### src/rtl/rr_arbiter.sv
// rr_arbiter: round-robin arbiter for CLIENTS requesters sharing one resource.
//
// grant is a combinational function of request and the priority pointer ptr_q.
// The client at ptr_q has the highest priority. The scan runs upward from
// ptr_q and wraps from CLIENTS-1 back to 0. After a grant to client k, the
// pointer moves to k+1 so that the winner drops to lowest priority. While
// stall is high the pointer is frozen, but the grant is still produced.
//
// Ports:
//   clock   in   rising-edge clock
//   reset   in   asynchronous active-low reset; while low, grant is all-zero
//   request in   [CLIENTS-1:0] one bit per requesting client
//   stall   in   1 = hold the priority pointer (resource busy)
//   grant   out  [CLIENTS-1:0] one-hot or zero, always a subset of request
//
// Optional: define RR_ARBITER_ASSERT_EN to compile internal concurrent checks
// (one-hot grant, grant within request, pointer frozen under stall, bounded
// wait for held requests). Functional behaviour is the same either way.
module rr_arbiter #(
    parameter int CLIENTS = 32
) (
    input  logic               clock,
    input  logic               reset,
    input  logic [CLIENTS-1:0] request,
    input  logic               stall,
    output logic [CLIENTS-1:0] grant
);
    localparam int PW = (CLIENTS > 1) ? $clog2(CLIENTS) : 1;

    logic [PW-1:0]      ptr_q, ptr_d;
    logic [CLIENTS-1:0] masked;
    logic [PW-1:0]      win_hi, win_lo, win;
    logic               hit_hi, hit_lo;

    // Two-encoder scheme. The masked encoder only sees clients at or above
    // ptr_q. If that set is empty, the scan has wrapped, and the lowest
    // requester overall wins.
    always_comb begin
        masked = '0;
        for (int i = 0; i < CLIENTS; i++) begin
            masked[i] = request[i] && (i >= int'(ptr_q));
        end

        hit_hi = 1'b0;
        win_hi = '0;
        hit_lo = 1'b0;
        win_lo = '0;
        // The descending loop leaves the lowest set index as the winner.
        for (int i = CLIENTS - 1; i >= 0; i--) begin
            if (masked[i]) begin
                hit_hi = 1'b1;
                win_hi = PW'(i);
            end
            if (request[i]) begin
                hit_lo = 1'b1;
                win_lo = PW'(i);
            end
        end
        win = hit_hi ? win_hi : win_lo;

        grant = '0;
        if (reset && hit_lo) begin
            grant[win] = 1'b1;
        end

        ptr_d = ptr_q;
        if (!stall && hit_lo) begin
            ptr_d = (win == PW'(CLIENTS - 1)) ? '0 : win + 1'b1;
        end
    end

    always_ff @(posedge clock or negedge reset) begin
        if (!reset) begin
            ptr_q <= '0;
        end else begin
            ptr_q <= ptr_d;
        end
    end

`ifdef RR_ARBITER_ASSERT_EN
    a_onehot: assert property (@(posedge clock) disable iff (!reset)
        $onehot0(grant));
    a_subset: assert property (@(posedge clock) disable iff (!reset)
        (grant & ~request) == '0);
    a_stall: assert property (@(posedge clock) disable iff (!reset)
        stall |=> $stable(ptr_q));

    // Per-client count of consecutive cycles spent requesting without a grant
    // while not stalled. A held request must win by the time this count
    // reaches CLIENTS-1.
    logic [CLIENTS-1:0][PW:0] wait_q, wait_d;

    always_comb begin
        wait_d = '0;
        for (int i = 0; i < CLIENTS; i++) begin
            if (request[i] && !grant[i] && !stall) begin
                wait_d[i] = (wait_q[i] == (PW+1)'(CLIENTS - 1)) ? wait_q[i] : wait_q[i] + 1'b1;
            end
        end
    end

    always_ff @(posedge clock or negedge reset) begin
        if (!reset) begin
            wait_q <= '0;
        end else begin
            wait_q <= wait_d;
        end
    end

    for (genvar g = 0; g < CLIENTS; g++) begin : g_fair
        a_fair: assert property (@(posedge clock) disable iff (!reset)
            !(request[g] && !grant[g] && !stall && wait_q[g] >= (PW+1)'(CLIENTS - 1)));
    end
`endif

endmodule

### config.mk
export PLATFORM = sky130hd
export DESIGN_NAME = rr_arbiter
export DESIGN_NICKNAME = d
export VERILOG_FILES = /design/src/rtl/rr_arbiter.sv
export SDC_FILE = /design/constraint.sdc
export NUM_CORES = 1
export LEC_CHECK = 0
export CAP_MARGIN = 5
export CORE_ASPECT_RATIO = 0.5
export CORE_MARGIN = 3
export CORE_UTILIZATION = 40
export DETAILED_ROUTE_END_ITERATION = 16
export PLACE_DENSITY = 0.74
export SKIP_LAST_GASP = 1
export SYNTH_ARGS = -nofsm -noshare
export SYNTH_HDL_FRONTEND = slang
export SYNTH_SLANG_ARGS = --single-unit
### constraint.sdc
create_clock -name clock -period 3.7 [get_ports clock]
set_clock_uncertainty 0.15 [all_clocks]
set_input_delay 0.74 -clock clock [delete_from_list [all_inputs] [get_ports clock]]
set_output_delay 0.74 -clock clock [all_outputs]
set_load 0.05 [all_outputs]
==> flow_metrics.tcl, run 1 <==
set metrics [dict create \
    start_util_pct 44.5 \
    synth_edf_count 0 \
    die_w_um 102 \
    io_buffers 66 \
    synth_fp_nets 351 \
    synth_cell_types 56 \
    outcome "stopped before the end" \
    gp_congestion 1.08 \
    error_message "[ERROR DPL-0038] Utilization greater than 100%, impossible to legalize" \
    yosysTopAreaCell "nor2_1" \
    synth_top_area_share_pct 9.93 \
    io_pins 67 \
    yosys_warnings 0 \
    netlist_area_sq_um 1850 \
    row_count 16 \
    ys_async_sr_fraction_pct 100 \
    syn_avg_cell_area_sq_um 5.95 \
    synthTopCellsByArea "nor2_1, nand2_1, dfrtp_1" \
    synthMostInstantiatedCell "nor2_1" \
    synth-seq-cells 5 \
    die_height_um 54.1 \
    ys_seq_area_share_pct 6.76 \
    synth-main-ff-cell "dfrtp_1" \
    haltStage "3_5_place_dp" \
    synth.top_cells.by_count "nor2_1, nand2_1, a21oi_1, o21ai_0, nand3_1" \
    synth_cells 311 \
]
-- through the flow --
stage	area [sq um]	setup slack (ns)	hold WS [ns]	cells
after floorplan	2330	-0.222	0.294	311
after global placement	4230	-0.810	0.570	532
-- logic make-up after synthesis --
| kind of cell | share of synthesized area, % |
|---|---|
| simple gates | 44.1 |
| compound gates | 36.9 |
| buf+inv | 7.23 |
| fa+ha+maj | 3.38 |
| flops | 6.76 |
| mux | 1.22 |
| xor+xnor | 0.473 |
==> run 2, diff against run 1 <==
--- a/config.mk
+++ b/config.mk
@@ -6,11 +6,10 @@
 export NUM_CORES = 1
 export LEC_CHECK = 0
 export CAP_MARGIN = 5
-export CORE_ASPECT_RATIO = 0.5
 export CORE_MARGIN = 3
-export CORE_UTILIZATION = 40
+export CORE_UTILIZATION = 25
 export DETAILED_ROUTE_END_ITERATION = 16
-export PLACE_DENSITY = 0.74
+export PLACE_DENSITY_LB_ADDON = 0.15
 export SKIP_LAST_GASP = 1
 export SYNTH_ARGS = -nofsm -noshare
 export SYNTH_HDL_FRONTEND = slang
==> constraint.sdc (replaced) <==
create_clock -name clock -period 4.81 [get_ports clock]
set_clock_uncertainty 0.15 [all_clocks]
set_input_delay 0.962 -clock clock [delete_from_list [all_inputs] [get_ports clock]]
set_output_delay 0.962 -clock clock [all_outputs]
set_load 0.05 [all_outputs]
==> run 2 against run 1 <==
  * The flow now finishes without violations
  * Synthesized cell count unchanged
  * Synthesized area unchanged
==> flow_metrics.tcl, run 2 <==
set metrics [dict create \
    synthTopCellsByArea "nor2_1, nand2_1, dfrtp_1" \
    cap_violations 0 \
    antenna_found_initial 0 \
    die_height_um 92.1 \
    io_buffers 66 \
    syn2layout_area_growth_pct 116 \
    clock_power_share_pct 4.5 \
    internal-power_mw 0.786 \
    tightest_slew_ns 0.766 \
    synth_cells 311 \
    critPathKind "in2out" \
    final_area_sq_um 4010 \
    synth_fp_nets 351 \
    leakage_nw 1.72 \
    synth.top_cells.by_count "nor2_1, nand2_1, a21oi_1, o21ai_0, nand3_1" \
    cpMostUsedCell "buf_12" \
    clock_latency_ns 0.22 \
    grt_max_degree 18 \
    cpLargestDelayFamily "compound AO/OA/AOI/OAI gates" \
    clockRootBuffer "clkbuf_8" \
    hp-start "ptr_q[0]$_DFFE_PN0P_" \
    grt_pass1_vias 2757 \
    startpoint_type "input port" \
    io_pins 67 \
    coreArea_sq_um 6980 \
    cts_sinks 5 \
    ys_async_sr_fraction_pct 100 \
    netlist_area_sq_um 1850 \
    largestRegisters "ptr_q x5" \
    cts_max_level 1 \
    place_area_sq_um 3300 \
    clk_path_buf_depth 2 \
    synth_top_area_share_pct 9.93 \
    p_per_area_nw_per_um2 417 \
    gp_congestion 0.925 \
    reg2reg_depth 18 \
    cp_max_fo 8 \
    syn_avg_cell_area_sq_um 5.95 \
    cts_tree "yes" \
    setup_viol 0 \
    grt_usage_pct 18.6 \
    min_period_over_period_pct 98.0 \
    start_util_pct 26.5 \
    switching_share_pct 53.0 \
    cts_made_buffers 3 \
    dp_cells 523 \
    grt_pass1_wl_um 13300 \
    synth-seq-cells 5 \
    outcome "finished, final reports clean" \
    yosys_warnings 0 \
    cp.required_ns 3.70 \
    reg2reg_to "ptr_q[3]$_DFFE_PN0P_" \
    hold_viol 0 \
    yosysTopAreaCell "nor2_1" \
    vias_per_cell 5.46 \
    relSlewSlack_pct 48.9 \
    p_comb_share_pct 88.8 \
    path_cells "clkdlybuf4s15_1, or4b_4, a21boi_4, o2111a_1, a311oi_2, a221o_1, a31oi_1, o22a_2, buf_6, inv_4, ha_4, nand2_2, buf_12, nor3_4, buf_12" \
    diodes 0 \
    mostFrequentLayoutCell "buf_4" \
    clkSlewWorstSetupHoldPaths_ns 0.03 \
    cp-startpoint "request[17]" \
    cts_hold_buffers 0 \
    cp-end-kind "output pin" \
    row_count 30 \
    regMostFlops "ptr_q" \
    final_util_pct 57.4 \
    hp-class "reg2reg" \
    power.total_mw 1.67 \
    synth-main-ff-cell "dfrtp_1" \
    cpPeakStageDelay_ns 0.48 \
    slew_viol_final 0 \
    slowest_stage "or4b_4" \
    share_seq_of_total_power_pct 6.8 \
    crit_arrival_ns 3.60 \
    drt_pass1_iterations 6 \
    postRouteAntennaNets 0 \
    hold_depth 1 \
    worstReg2RegStart "ptr_q[2]$_DFFE_PN0P_" \
    synth_cell_types 56 \
    die_w_um 92.1 \
    finalCriticalPeriod_ns 4.71 \
    hold_end "ptr_q[0]$_DFFE_PN0P_" \
    final_cell_mix "buf_4, nand2_1, buf_12, nor2_2, nor2_1" \
    drive_gt1_share_pct 46.2 \
    dieArea_sq_um 8480 \
    routed_wl_um 8490 \
    drt_iter0_markers 144 \
    vias 2962 \
    ys_seq_area_share_pct 6.76 \
    nets 487 \
    p_switching_mw 0.886 \
    instances_no_fill 542 \
    dp_hpwl_um 6300 \
    ir_drop_uv 352 \
    overflow 0 \
    path_buf_inv 5 \
    wl_per_cell_um 15.7 \
    largest_reg_flops 5 \
    max_clock_freq_mhz 212 \
    r2r_setup_slack_ns 0.85 \
    synth_edf_count 0 \
    synthMostInstantiatedCell "nor2_1" \
    drc 0 \
]
[run 2: cell counts after synthesis]
No cell type changed its count.
[run 2: routing by layer]
| layer | vias to the layer above | share of wire [%] | wire length (um) | GRT usage, % |
|---|---|---|---|---|
| met5 | - | 0 | 0 | 0 |
| met4 | 0 | 0.97 | 82 | 2.85 |
| met3 | 16 | 6.8 | 576 | 4.27 |
| met2 | 109 | 49 | 4190 | 31.0 |
| met1 | 1394 | 43 | 3640 | 24.9 |
| li1 | 1443 | - | - | - |
[run 2: power groups by stage]
stage,sequential [mW],combinational (mW),clock [mW]
2_1_floorplan,0.0721,0.649,0
3_3_place_gp,0.110,1.05,0
3_5_place_dp,0.110,1.05,0
4_1_cts,0.109,1.20,0.0778
5_1_grt,0.118,1.60,0.0808
6_report,0.113,1.48,0.0746
[run 2: final cells by class]
type                            count  area, sq um
Fill cell                         648         2970
Multi-Input combinational cell    275         2070
Timing Repair Buffer              145         1570
Sequential cell                     5          125
Tap cell                           96          120
Inverter                           17         68.8
Clock buffer                        4         45.0
[run 2: cells by family after synthesis]
family,synth area share [%]
AND/OR/NAND/NOR,44.1
AO/OA/AOI/OAI,36.9
buffers and inverters,7.23
adder cells (fa/ha/maj),3.38
flip-flops,6.76
multiplexers,1.22
XOR/XNOR,0.473
[run 2: what timing repair did]
action / in CTS / in global routing
pin swaps: 6 / 25
setup endpoints to repair: 32 / 32
buffers inserted: 4 / 11
gates resized for setup: 49 / 88
[run 2: worst max-delay path by stage]
stage	depth (start not counted)	slack [ns]	endpoint
after detailed placement	14	-0.20	grant[3]
final	15	0.1	grant[19]
after global placement	14	-0.21	grant[19]
after CTS	15	-0.02	grant[19]
after global routing	14	-0.04	grant[10]
after floorplan	10	0.03	grant[18]
[run 2: through the flow]
stage / setup TNS [ns] / setup slack (ns) / hold WS, ns
6_report: 0 / 0.0950 / 0.453
5_1_grt: -0.204 / -0.0429 / 0.486
4_1_cts: -0.0165 / -0.0165 / 0.458
3_5_place_dp: -4.38 / -0.199 / 0.446
3_3_place_gp: -5.14 / -0.207 / 0.448
2_1_floorplan: 0 / 0.0343 / 0.516
[run 2: worst register-to-register path, cell delays in order, from the launching register on]
cell	delay, ns
dfrtp_1	0.57
buf_4	0.28
nand2_1	0.12
o221ai_1	0.25
o2111a_1	0.24
a311oi_2	0.05
a221o_1	0.31
a31oi_1	0.21
o22a_2	0.24
buf_6	0.12
inv_4	0.04
ha_4	0.15
buf_4	0.13
and3_1	0.14
ha_1	0.19
nor2_1	0.13
nand2_1	0.06
or4_1	0.39
nand3_1	0.10
Note: power is estimated with default switching activity, not from simulation.
==> run 3, diff against run 2 <==
--- a/config.mk
+++ b/config.mk
@@ -7,9 +7,10 @@
 export LEC_CHECK = 0
 export CAP_MARGIN = 5
 export CORE_MARGIN = 3
-export CORE_UTILIZATION = 25
+export CORE_UTILIZATION = 46
 export DETAILED_ROUTE_END_ITERATION = 16
 export PLACE_DENSITY_LB_ADDON = 0.15
+export RECOVER_POWER = 100
 export SKIP_LAST_GASP = 1
 export SYNTH_ARGS = -nofsm -noshare
 export SYNTH_HDL_FRONTEND = slang
==> run 3 against run 2 <==
  * The flow now stops in 5_1_grt
  * Synthesized cell count unchanged
  * Synthesized area unchanged
==> flow_metrics.tcl, run 3 <==
set metrics [dict create \
    dp_hpwl_um 6480 \
    grt_max_degree 16 \
    gp_congestion 0.937 \
    clockRootBuffer "clkbuf_8" \
    synth_cell_types 56 \
    synth.top_cells.by_count "nor2_1, nand2_1, a21oi_1, o21ai_0, nand3_1" \
    die_height_um 69.4 \
    synth-main-ff-cell "dfrtp_1" \
    overflow 24 \
    cts_made_buffers 3 \
    cts_max_level 1 \
    start_util_pct 49.1 \
    error_message "[ERROR GRT-0116] Global routing finished with congestion. Check the congestion regions in the DRC Viewer." \
    synth_edf_count 0 \
    grt_usage_pct 70.5 \
    grt_pass1_wl_um 26500 \
    synth_cells 311 \
    io_buffers 66 \
    ys_seq_area_share_pct 6.76 \
    dp_cells 457 \
    io_pins 67 \
    synth_top_area_share_pct 9.93 \
    synthMostInstantiatedCell "nor2_1" \
    cts_hold_buffers 0 \
    synth-seq-cells 5 \
    outcome "stopped before the end" \
    die_w_um 69.4 \
    synth_fp_nets 351 \
    synthTopCellsByArea "nor2_1, nand2_1, dfrtp_1" \
    yosysTopAreaCell "nor2_1" \
    netlist_area_sq_um 1850 \
    ys_async_sr_fraction_pct 100 \
    haltStage "5_1_grt" \
    cts_sinks 5 \
    yosys_warnings 0 \
    grt_pass1_vias 4411 \
    row_count 22 \
    clk_path_buf_depth 2 \
    syn_avg_cell_area_sq_um 5.95 \
]
-- run 3: cell counts after synthesis --
No cell type changed its count.
-- run 3: layer usage --
metal / track usage, % / GRT overflow
met1: 69.8 / 0
met2: 86.4 / 11
met3: 57.4 / 0
met4: 69.6 / 12
met5: 15.6 / 1
-- run 3: what timing repair did --
action                     in CTS
buffers inserted                5
setup endpoints to repair      32
pin swaps                      19
gates resized for setup       110
-- run 3: cell families after synthesis --
group	share of synthesized area, %
muxes	1.22
buffers and inverters	7.23
DFF	6.76
and+or+nand+nor	44.1
adders and majority gates	3.38
AOI/OAI and AO/OA	36.9
xor gates and xnor gates	0.473
-- run 3: stage by stage --
step	worst slack, ns	util, %	area (sq um)
2_1_floorplan	0.0343	-	1870
3_3_place_gp	-0.145	82.7	3120
3_5_place_dp	-0.241	82.7	3120
4_1_cts	0.00280	97.2	3670
